**config.mk**
```make
export PLATFORM = sky130hd
export DESIGN_NAME = axis_iter_div_flat
export DESIGN_NICKNAME = d
export VERILOG_FILES = /design/src/rtl/axis_iter_div_if.sv /design/src/rtl/axis_iter_div.sv /design/src/flat_wrapper.sv
export SDC_FILE = /design/constraint.sdc
export NUM_CORES = 1
export LEC_CHECK = 0
export BUFFER_PORTS_ARGS = -buffer_cell sky130_fd_sc_hd__buf_2
export CAP_MARGIN = 20
export CORE_MARGIN = 10
export CORE_UTILIZATION = 25
export DETAILED_ROUTE_END_ITERATION = 8
export PLACE_DENSITY = 0.41
export SLEW_MARGIN = 20
export SYNTH_ARGS = -nofsm -noshare
export SYNTH_HDL_FRONTEND = slang
export SYNTH_SLANG_ARGS = --single-unit
```
**constraint.sdc**
```tcl
create_clock -name clk -period 5.4 [get_ports clk]
set_clock_uncertainty 0.2 [all_clocks]
set_input_delay 0.27 -clock clk [delete_from_list [all_inputs] [get_ports clk]]
set_output_delay 0.27 -clock clk [all_outputs]
set_load 0.02 [all_outputs]
```
**src/rtl/axis_iter_div_if.sv**
```systemverilog
// axis_iter_div_if: operand/result stream bundle for the iterative divider.
// slave modport is the divider's view; master modport is the EX-stage initiator's view.
interface axis_iter_div_if #(
  parameter int WIDTH = 32
);
  logic [WIDTH-1:0]   s_axis_dividend_tdata;
  logic               s_axis_dividend_tvalid;
  logic               s_axis_dividend_tready;
  logic [WIDTH-1:0]   s_axis_divisor_tdata;
  logic               s_axis_divisor_tvalid;
  logic               s_axis_divisor_tready;
  logic [2*WIDTH-1:0] m_axis_dout_tdata;
  logic               m_axis_dout_tvalid;

  modport slave (
    input  s_axis_dividend_tdata, s_axis_dividend_tvalid,
    output s_axis_dividend_tready,
    input  s_axis_divisor_tdata, s_axis_divisor_tvalid,
    output s_axis_divisor_tready,
    output m_axis_dout_tdata, m_axis_dout_tvalid
  );

  modport master (
    output s_axis_dividend_tdata, s_axis_dividend_tvalid,
    input  s_axis_dividend_tready,
    output s_axis_divisor_tdata, s_axis_divisor_tvalid,
    input  s_axis_divisor_tready,
    input  m_axis_dout_tdata, m_axis_dout_tvalid
  );
endinterface

```
**src/rtl/axis_iter_div.sv**
```systemverilog
// axis_iter_div: radix-2 restoring divider, quotient and remainder in one result word.
// Optional macro DIV_FAST_PATH_EN: PREP skips CALC when the divisor is zero or
// |dividend| < |divisor|; results are identical, only latency changes.
//
// state | meaning
// IDLE  | accept operands, wait until both are captured
// PREP  | magnitudes, result signs, load iteration counter
// CALC  | one shift/trial-subtract per cycle, WIDTH cycles
// FIX   | apply signs, register result, pulse tvalid
module axis_iter_div #(
  parameter int WIDTH  = 32,
  parameter int SIGNED = 1
) (
  input logic           clk,
  input logic           resetn,
  axis_iter_div_if.slave bus
);
  localparam int CW  = $clog2(WIDTH);
  localparam bit SGN = (SIGNED != 0);

  typedef enum logic [1:0] {IDLE, PREP, CALC, FIX} state_t;

  state_t             state_q, state_d;
  logic               a_cap_q, b_cap_q;
  logic [WIDTH-1:0]   a_q, b_q, b_mag_q, rem_q, quo_q;
  logic               sign_q_q, sign_r_q, div0_q;
  logic [CW-1:0]      cnt_q;
  logic [2*WIDTH-1:0] dout_q;
  logic               dout_vld_q;

  logic             a_rdy, b_rdy, hs_a, hs_b;
  logic             a_neg, b_neg, b_zero, skip;
  logic [WIDTH-1:0] a_mag, b_mag, rem_nxt, q_fix, r_fix;
  logic [WIDTH:0]   rem_sh;
  logic             ge;

  assign a_rdy = resetn & (state_q == IDLE) & ~a_cap_q;
  assign b_rdy = resetn & (state_q == IDLE) & ~b_cap_q;
  assign hs_a  = bus.s_axis_dividend_tvalid & a_rdy;
  assign hs_b  = bus.s_axis_divisor_tvalid & b_rdy;

  assign bus.s_axis_dividend_tready = a_rdy;
  assign bus.s_axis_divisor_tready  = b_rdy;
  assign bus.m_axis_dout_tdata      = dout_q;
  assign bus.m_axis_dout_tvalid     = dout_vld_q;

  // Most-negative input maps to itself, which is its correct unsigned magnitude.
  assign a_neg  = SGN & a_q[WIDTH-1];
  assign b_neg  = SGN & b_q[WIDTH-1];
  assign a_mag  = a_neg ? -a_q : a_q;
  assign b_mag  = b_neg ? -b_q : b_q;
  assign b_zero = (b_q == '0);

`ifdef DIV_FAST_PATH_EN
  assign skip = b_zero | (a_mag < b_mag);
`else
  assign skip = 1'b0;
`endif

  assign rem_sh  = {rem_q, quo_q[WIDTH-1]};
  assign ge      = (rem_sh >= {1'b0, b_mag_q});
  assign rem_nxt = ge ? WIDTH'(rem_sh - {1'b0, b_mag_q}) : rem_sh[WIDTH-1:0];

  assign q_fix = sign_q_q ? -quo_q : quo_q;
  assign r_fix = sign_r_q ? -rem_q : rem_q;

  // State register.
  always_ff @(posedge clk) begin
    if (!resetn) state_q <= IDLE;
    else         state_q <= state_d;
  end

  // Next-state logic; a same-edge second handshake enters PREP at that edge.
  always_comb begin
    state_d = state_q;
    case (state_q)
      IDLE: if ((a_cap_q | hs_a) & (b_cap_q | hs_b)) state_d = PREP;
      PREP: state_d = skip ? FIX : CALC;
      CALC: if (cnt_q == '0) state_d = FIX;
      FIX:  state_d = IDLE;
      default: state_d = IDLE;
    endcase
  end

  // Operand capture, iteration datapath and result register.
  always_ff @(posedge clk) begin
    if (!resetn) begin
      a_cap_q    <= 1'b0;
      b_cap_q    <= 1'b0;
      a_q        <= '0;
      b_q        <= '0;
      b_mag_q    <= '0;
      rem_q      <= '0;
      quo_q      <= '0;
      sign_q_q   <= 1'b0;
      sign_r_q   <= 1'b0;
      div0_q     <= 1'b0;
      cnt_q      <= '0;
      dout_q     <= '0;
      dout_vld_q <= 1'b0;
    end else begin
      dout_vld_q <= 1'b0;
      if (hs_a) begin
        a_q     <= bus.s_axis_dividend_tdata;
        a_cap_q <= 1'b1;
      end
      if (hs_b) begin
        b_q     <= bus.s_axis_divisor_tdata;
        b_cap_q <= 1'b1;
      end
      case (state_q)
        PREP: begin
          b_mag_q  <= b_mag;
          sign_q_q <= a_neg ^ b_neg;
          sign_r_q <= a_neg;
          div0_q   <= b_zero;
          cnt_q    <= CW'(WIDTH - 1);
          if (skip) begin
            rem_q <= a_mag;
            quo_q <= '0;
          end else begin
            rem_q <= '0;
            quo_q <= a_mag;
          end
        end
        CALC: begin
          rem_q <= rem_nxt;
          quo_q <= {quo_q[WIDTH-2:0], ge};
          cnt_q <= cnt_q - 1'b1;
        end
        FIX: begin
          // Divide by zero reports all-ones quotient and the raw dividend.
          dout_q     <= div0_q ? {{WIDTH{1'b1}}, a_q} : {q_fix, r_fix};
          dout_vld_q <= 1'b1;
          a_cap_q    <= 1'b0;
          b_cap_q    <= 1'b0;
        end
        default: ;
      endcase
    end
  end
endmodule
```
**src/flat_wrapper.sv**
```systemverilog
// flat-port wrapper written by rule: the top's interface ports become plain ports
module axis_iter_div_flat 
#(
  parameter int WIDTH  = 32,
  parameter int SIGNED = 1
)
  (clk, resetn, bus_s_axis_dividend_tdata, bus_s_axis_dividend_tvalid, bus_s_axis_dividend_tready, bus_s_axis_divisor_tdata, bus_s_axis_divisor_tvalid, bus_s_axis_divisor_tready, bus_m_axis_dout_tdata, bus_m_axis_dout_tvalid);
  axis_iter_div_if #(.WIDTH(WIDTH)) bus_i ();
  input logic clk;
  input logic resetn;
  input wire logic [$bits(bus_i.s_axis_dividend_tdata)-1:0] bus_s_axis_dividend_tdata;
  input wire logic [$bits(bus_i.s_axis_dividend_tvalid)-1:0] bus_s_axis_dividend_tvalid;
  output wire logic [$bits(bus_i.s_axis_dividend_tready)-1:0] bus_s_axis_dividend_tready;
  input wire logic [$bits(bus_i.s_axis_divisor_tdata)-1:0] bus_s_axis_divisor_tdata;
  input wire logic [$bits(bus_i.s_axis_divisor_tvalid)-1:0] bus_s_axis_divisor_tvalid;
  output wire logic [$bits(bus_i.s_axis_divisor_tready)-1:0] bus_s_axis_divisor_tready;
  output wire logic [$bits(bus_i.m_axis_dout_tdata)-1:0] bus_m_axis_dout_tdata;
  output wire logic [$bits(bus_i.m_axis_dout_tvalid)-1:0] bus_m_axis_dout_tvalid;
  assign bus_i.s_axis_dividend_tdata = bus_s_axis_dividend_tdata;
  assign bus_i.s_axis_dividend_tvalid = bus_s_axis_dividend_tvalid;
  assign bus_s_axis_dividend_tready = bus_i.s_axis_dividend_tready;
  assign bus_i.s_axis_divisor_tdata = bus_s_axis_divisor_tdata;
  assign bus_i.s_axis_divisor_tvalid = bus_s_axis_divisor_tvalid;
  assign bus_s_axis_divisor_tready = bus_i.s_axis_divisor_tready;
  assign bus_m_axis_dout_tdata = bus_i.m_axis_dout_tdata;
  assign bus_m_axis_dout_tvalid = bus_i.m_axis_dout_tvalid;
  axis_iter_div #(.WIDTH(WIDTH), .SIGNED(SIGNED)) u_core (.clk(clk), .resetn(resetn), .bus(bus_i));
endmodule
```
== After elaboration in Yosys (flattened, before gate mapping) ==
Index checks and enable logic that the tools add are counted.

* Add/subtract/negate cells: 6
* Magnitude comparators: 1
* Eq/ne operators: 5
* Muxes and demuxes: 13
* Bitwise gates (word level): 12
* Reduce and logical (&&, ||, !) cells: 6

{| class="wikitable"
|+ Operators with widths
! operator !! number
|-
| 32-bit 2-to-1 mux || 5
|-
| 32-bit negator || 4
|-
| 32-bit one-hot mux with 2 select lines || 2
|-
| 64-bit 2-to-1 mux || 1
|-
| 33-bit by 32-bit greater-or-equal comparator with 1-bit output || 1
|-
| 32-bit logical NOT || 1
|-
| 32-bit subtractor || 1
|-
| 5-bit one-hot mux with 2 select lines || 1
|-
| 2-bit one-hot mux with 4 select lines || 1
|-
| 1-bit AND || 6
|-
| 5-bit logical NOT || 1
|-
| 5-bit by 1-bit subtractor with 5-bit output, second input constant || 1
|-
| 2-bit == test, second input constant || 2
|-
| 2-bit 2-to-1 mux || 2
|-
| 1-bit inverter || 3
|-
| 2-bit by 1-bit == test with 1-bit output, second input constant || 1
|-
| 2-bit logical NOT || 1
|-
| 2-bit by 1-bit inequality test with 1-bit output, second input constant || 1
|-
| 2-bit inequality test, second input constant || 1
|-
| 1-bit OR || 2
|-
| 2-bit AND reduction || 1
|-
| 2-bit nonzero test || 1
|-
| 2-bit OR reduction || 1
|-
| 1-bit 2-to-1 mux || 1
|-
| 1-bit bitwise XOR || 1
|}

* Flip-flop bits (word level): 237
* Bits of input ports: 68
* Output and inout port bits: 67

== Longest topological paths before layout ==
* Depth after elaboration: 8
* Depth in mapped cells: 12
* Gate-level depth less buffers: 12

== Worst setup path after synthesis ==
Ideal clock, no wire load.

* Path kind: register to register
* Start: register u_core.b_q[6]
* End: register u_core.b_mag_q[27]
* Setup time: 0.086 ns
* Arrival time: 2.907 ns
* Required time: 5.114 ns
* Slack: 2.207 ns
* Cell stages (with the launch flop): 9
* Clock period less this slack: 3.193 ns
* Cells stage by stage: dfxtp_1 or4_4 or4_4 or3_4 or2_4 or4_4 o41ai_2 xor2_1 a211oi_1

* Cells in the longest elaborated chain, start to end: 2

{| class="wikitable"
|+ RTL lines
! item !! RTL line !! source
|-
| start, declared || axis_iter_div.sv:25 || <nowiki>logic [WIDTH-1:0] a_q, b_q, b_mag_q, rem_q, quo_q;</nowiki>
|-
| start signal, assigned || axis_iter_div.sv:108 || <nowiki>b_q <= bus.s_axis_divisor_tdata;</nowiki>
|-
| 32-bit negator || axis_iter_div.sv:51 || <nowiki>assign b_mag = b_neg ? -b_q : b_q;</nowiki>
|-
| 32-bit 2-to-1 mux || axis_iter_div.sv:51 ||
|-
| end signal, assigned || axis_iter_div.sv:113 || <nowiki>b_mag_q <= b_mag;</nowiki>
|-
| end, declared || axis_iter_div.sv:25 ||
|}

No other way between the ends.
A chain may end at the register's enable or synchronous reset.

== Worst setup path in the final report ==
* Start: register u_core.rem_q[0]
* End: register u_core.rem_q[0]

* Cells in the longest elaborated chain, start to end: 3

{| class="wikitable"
|+ RTL lines
! item !! RTL line !! source
|-
| start, declared || axis_iter_div.sv:25 ||
|-
| start signal, assigned || axis_iter_div.sv:119 || <nowiki>rem_q <= a_mag;</nowiki>
|-
| start signal, assigned || axis_iter_div.sv:127 || <nowiki>rem_q <= rem_nxt;</nowiki>
|-
| 33-bit by 32-bit greater-or-equal comparator with 1-bit output || axis_iter_div.sv:61 || <nowiki>assign ge = (rem_sh >= {1'b0, b_mag_q});</nowiki>
|-
| 32-bit 2-to-1 mux || axis_iter_div.sv:62 || <nowiki>assign rem_nxt = ge ? WIDTH'(rem_sh - {1'b0, b_mag_q}) : rem_sh[WIDTH-1:0];</nowiki>
|-
| 32-bit one-hot mux with 2 select lines || axis_iter_div.sv:111 || <nowiki>case (state_q)</nowiki>
|}

No other way between the ends.

==> impl_summary.md <==
Timing
The number of failing hold endpoints at the final stage is 0. The max-slew headroom at the worst pin is 27.2%. The fraction of the cycle the final worst path needs is 65.5%. The final worst hold slack is 0.0534 ns.

Setup repair after global routing left no endpoint under its margin. The number of setup violations in the final report is 0. The accumulated negative setup slack is 0 ns. The number of pins with negative max-slew slack in the final report is 0.

The worst path needs 3.53 ns of the cycle, external delays included. Static timing analysis puts the maximum clock frequency at 283 MHz. The measured slew at the worst slew-check pin is 1.09 ns.

Synth
The most used flip-flop cell after synthesis is sky130_fd_sc_hd__dfxtp_1. The cell count after synthesis is 1707. By count the netlist is led by sky130_fd_sc_hd__nand2_1, sky130_fd_sc_hd__dfxtp_1, sky130_fd_sc_hd__o21ai_0, sky130_fd_sc_hd__nor2_1, sky130_fd_sc_hd__a21oi_1. The share of synthesized area occupied by flip-flops and latches is 35.3%. The number of nets produced by synthesis is 1819.

The count of synthesis-stage warnings from yosys is 0. Sorting the synthesized cells by area gives the leading types as sky130_fd_sc_hd__dfxtp_1, sky130_fd_sc_hd__nand2_1, sky130_fd_sc_hd__o21ai_0. Counting flops and latches in the post-synthesis netlist gives 237. After synthesis, the netlist uses 61 different library cells. The most common cell in the synthesized netlist is sky130_fd_sc_hd__nand2_1. The synthesized area per cell is 7.88 µm². After synthesis the cells add up to 13400 µm². The fraction of synthesis flops using an asynchronous set or reset pin is 0%. Summed over its instances, the top area cell type makes up 35.3% of the synthesized netlist area. The number of enable flip-flop cells after synthesis is 0. The synthesized design spends more area on one cell type than any other, namely sky130_fd_sc_hd__dfxtp_1.

Clock network
The clock tree from TritonCTS is done. The number of cells upsized or downsized after cts is 0. CTS built an H-tree with a depth of 1.

Buffers added to address setup during post-CTS repair amount to 0. The clock passes through at most 3 buffers. Buffers inserted to repair hold after CTS numbered 64. For the worst-skew pair, the clock arrives at the later sink with an insertion delay of 0.60 ns. The number of clock sinks seen by CTS is 237.

The clock slew seen by the registers of the worst setup and hold paths is 0.06 ns. The tree is rooted in a sky130_fd_sc_hd__clkbuf_16. The CTS buffer count is 31.

Flow run
The tool flagged a number of max-cap violations equal to 0.

Pwr
The static leakage power is 6.47 nW. The maximum vdd ir drop is 0.000269 V. For this design the ratio of total power to cell area is 447 nW/µm². Power comes to 7.34 mW.

Routing
The remaining antenna violation count is 0. The routed design has 44100 µm of wire. The final routed DRC violation total is 0.

The routed wire length per instance is 17.3 µm. The number of vias per cell after detailed routing is 4.80. The total via count in the routed design is 12300. The detailed router finished its first iteration with 712 violations. The first detailed-routing pass ran for 5 iterations.

Global routing
The overall overflow remaining after global route is 0. The wire length of the first global-routing pass is 70300 µm. The total routing resource utilization after global routing is 13.5%. The via count of the first global-routing pass came to 12200. The maximum number of pins on one net before global-route repair is 80.

The initial antenna violation count came to 0.

Placed design
The HPWL reported at the end of detailed placement is 32400 µm. Routability-driven placement finished with a final weighted congestion of 0.861. Buffers placed on the I/O ports in this run total 134.

Setup path
The maximum fanout encountered on the critical timing path is 13. The data arrival time of the critical path is 3.83 ns. STA classifies the critical path startpoint as a flop.

STA classifies the critical path endpoint as a flop. The setup path with the least slack is of type reg -> reg. The endpoint required time on the critical path is 5.69 ns.

Floorplan
Pin placement for this block handled 135 I/O pins. The floorplan step defined a die boundary enclosing 63400 µm². The core area is 52900 µm². The vertical die dimension is 252 µm. The initial standard-cell utilization of the core is 25.4%. The number of standard-cell rows in the floorplan is 84. The die is 252 µm wide.

Hold path
The type of the worst min-delay path is in -> reg.

Finish
The number of nets in the layout is 1958. Relative to the synthesized area, the layout overhead comes to 22.2%. The post-route netlist has 12.3% of its cells at a drive strength greater than 1. The number of antenna diodes in the final layout is 0.

Outcome
The flow ran to the end, and the final reports show no timing, DRC or antenna violations.
[critical path: stages (launching register included)]
cell	delay, ns
sky130_fd_sc_hd__dfxtp_1	0.53
sky130_fd_sc_hd__ha_1	0.31
sky130_fd_sc_hd__nor2b_1	0.15
sky130_fd_sc_hd__o31ai_1	0.42
sky130_fd_sc_hd__a211oi_1	0.18
sky130_fd_sc_hd__o311ai_0	0.50
sky130_fd_sc_hd__nand3_1	0.17
sky130_fd_sc_hd__a21o_1	0.35
sky130_fd_sc_hd__buf_4	0.28
sky130_fd_sc_hd__mux2i_1	0.14
sky130_fd_sc_hd__a22o_1	0.20
[registers in the layout (all words and copies together) (netlist names)]
| name | cells |
|---|---|
| u_core.sign_q_q | 1 |
| u_core.a_cap_q | 1 |
| u_core.a_q | 32 |
| u_core.b_mag_q | 32 |
| u_core.quo_q | 32 |
| u_core.bus.m_axis_dout_tvalid | 1 |
| u_core.cnt_q | 5 |
| u_core.state_q | 2 |
| u_core.bus.m_axis_dout_tdata | 64 |
| u_core.div0_q | 1 |
| u_core.rem_q | 32 |
| u_core.sign_r_q | 1 |
| u_core.b_q | 32 |
| u_core.b_cap_q | 1 |
[cells in the final DEF (no fill, tap or decap), types with 12 or more instances in the layout]
cell | netlist | final
sky130_fd_sc_hd__o41ai_1 | 22 | 22
sky130_fd_sc_hd__nor4_1 | 12 | 12
sky130_fd_sc_hd__or4_1 | 20 | 20
sky130_fd_sc_hd__nand4_1 | 12 | 12
sky130_fd_sc_hd__dlygate4sd3_1 | 0 | 64
sky130_fd_sc_hd__xor2_1 | 87 | 87
sky130_fd_sc_hd__nor2_1 | 137 | 136
sky130_fd_sc_hd__dfxtp_1 | 237 | 236
sky130_fd_sc_hd__buf_2 | 0 | 134
sky130_fd_sc_hd__o31ai_1 | 39 | 39
sky130_fd_sc_hd__ha_1 | 43 | 39
sky130_fd_sc_hd__a21oi_1 | 114 | 114
sky130_fd_sc_hd__inv_1 | 61 | 61
sky130_fd_sc_hd__nand3b_1 | 23 | 23
sky130_fd_sc_hd__mux2i_1 | 67 | 67
sky130_fd_sc_hd__a211oi_1 | 38 | 38
sky130_fd_sc_hd__a31oi_1 | 14 | 14
sky130_fd_sc_hd__buf_4 | 0 | 18
sky130_fd_sc_hd__clkbuf_16 | 0 | 31
sky130_fd_sc_hd__a21o_1 | 16 | 16
sky130_fd_sc_hd__nand3_1 | 21 | 21
sky130_fd_sc_hd__o22ai_1 | 23 | 23
sky130_fd_sc_hd__o21ai_0 | 158 | 158
sky130_fd_sc_hd__nand2_1 | 263 | 262
sky130_fd_sc_hd__xnor2_1 | 55 | 55
[per-stage QoR]
| stage | std cells | area, µm² | utilization [%] | setup slack (ns) |
|---|---|---|---|---|
| final | 2555 | 16400 | 31.1 | 1.87 |
| after global routing | 2555 | 16400 | 31.1 | 1.57 |
| after CTS | 2555 | 16400 | 31.1 | 1.87 |
| after detailed placement | 2437 | 14700 | 27.8 | 1.91 |
| after global placement | 2437 | 14700 | 27.8 | 1.92 |
| after floorplan | 1707 | 13400 | - | 2.21 |
[report_power, final]
part | internal [mW] | switching (mW)
Clock | 1.31 | 0.842
Combinational | 1.14 | 1.85
Sequential | 1.97 | 0.224
Total | 4.42 | 2.92
[cells by family after synthesis]
kind of cell	after synthesis	share of synthesized area, %
mux	69	5.16
xor+xnor	142	9.25
compound gates	485	22.4
flops	237	35.3
fa+ha+maj	44	4.15
buf+inv	173	4.83
simple gates	557	18.9
[final cells by class]
type	instances	area [µm²]
well taps	688	861
fillers	5676	36400
flip-flops and latches	237	4750
inverters	63	239
multi-input cells	1297	8070
repair buffers	216	1450
clock buffers	42	907
clock inverters	12	154
[layer usage]
metal	up-vias	routed length, µm	track usage, %
met5	-	0	0
met2	242	19800	22.1
met3	54	1940	2.47
met1	5641	21400	18.2
li1	6328	-	-
met4	0	972	3.25
[worst paths after layout]
path | slack [ns] | depth (start not counted) | start | to
setup / recovery | 1.87 | 10 | u_core.rem_q[0]$_SDFFE_PN0P_ | u_core.rem_q[0]$_SDFFE_PN0P_
hold / removal | 0.05 | 5 | bus_s_axis_dividend_tvalid | u_core.a_q[28]$_SDFFE_PN0P_
setup reg to reg | 1.87 | 10 | u_core.rem_q[0]$_SDFFE_PN0P_ | u_core.rem_q[0]$_SDFFE_PN0P_
hold reg to reg | 0.26 | 2 | u_core.b_q[31]$_SDFFE_PN0P_ | u_core.b_q[31]$_SDFFE_PN0P_
No activity file was read; power rests on OpenSTA's default activity.
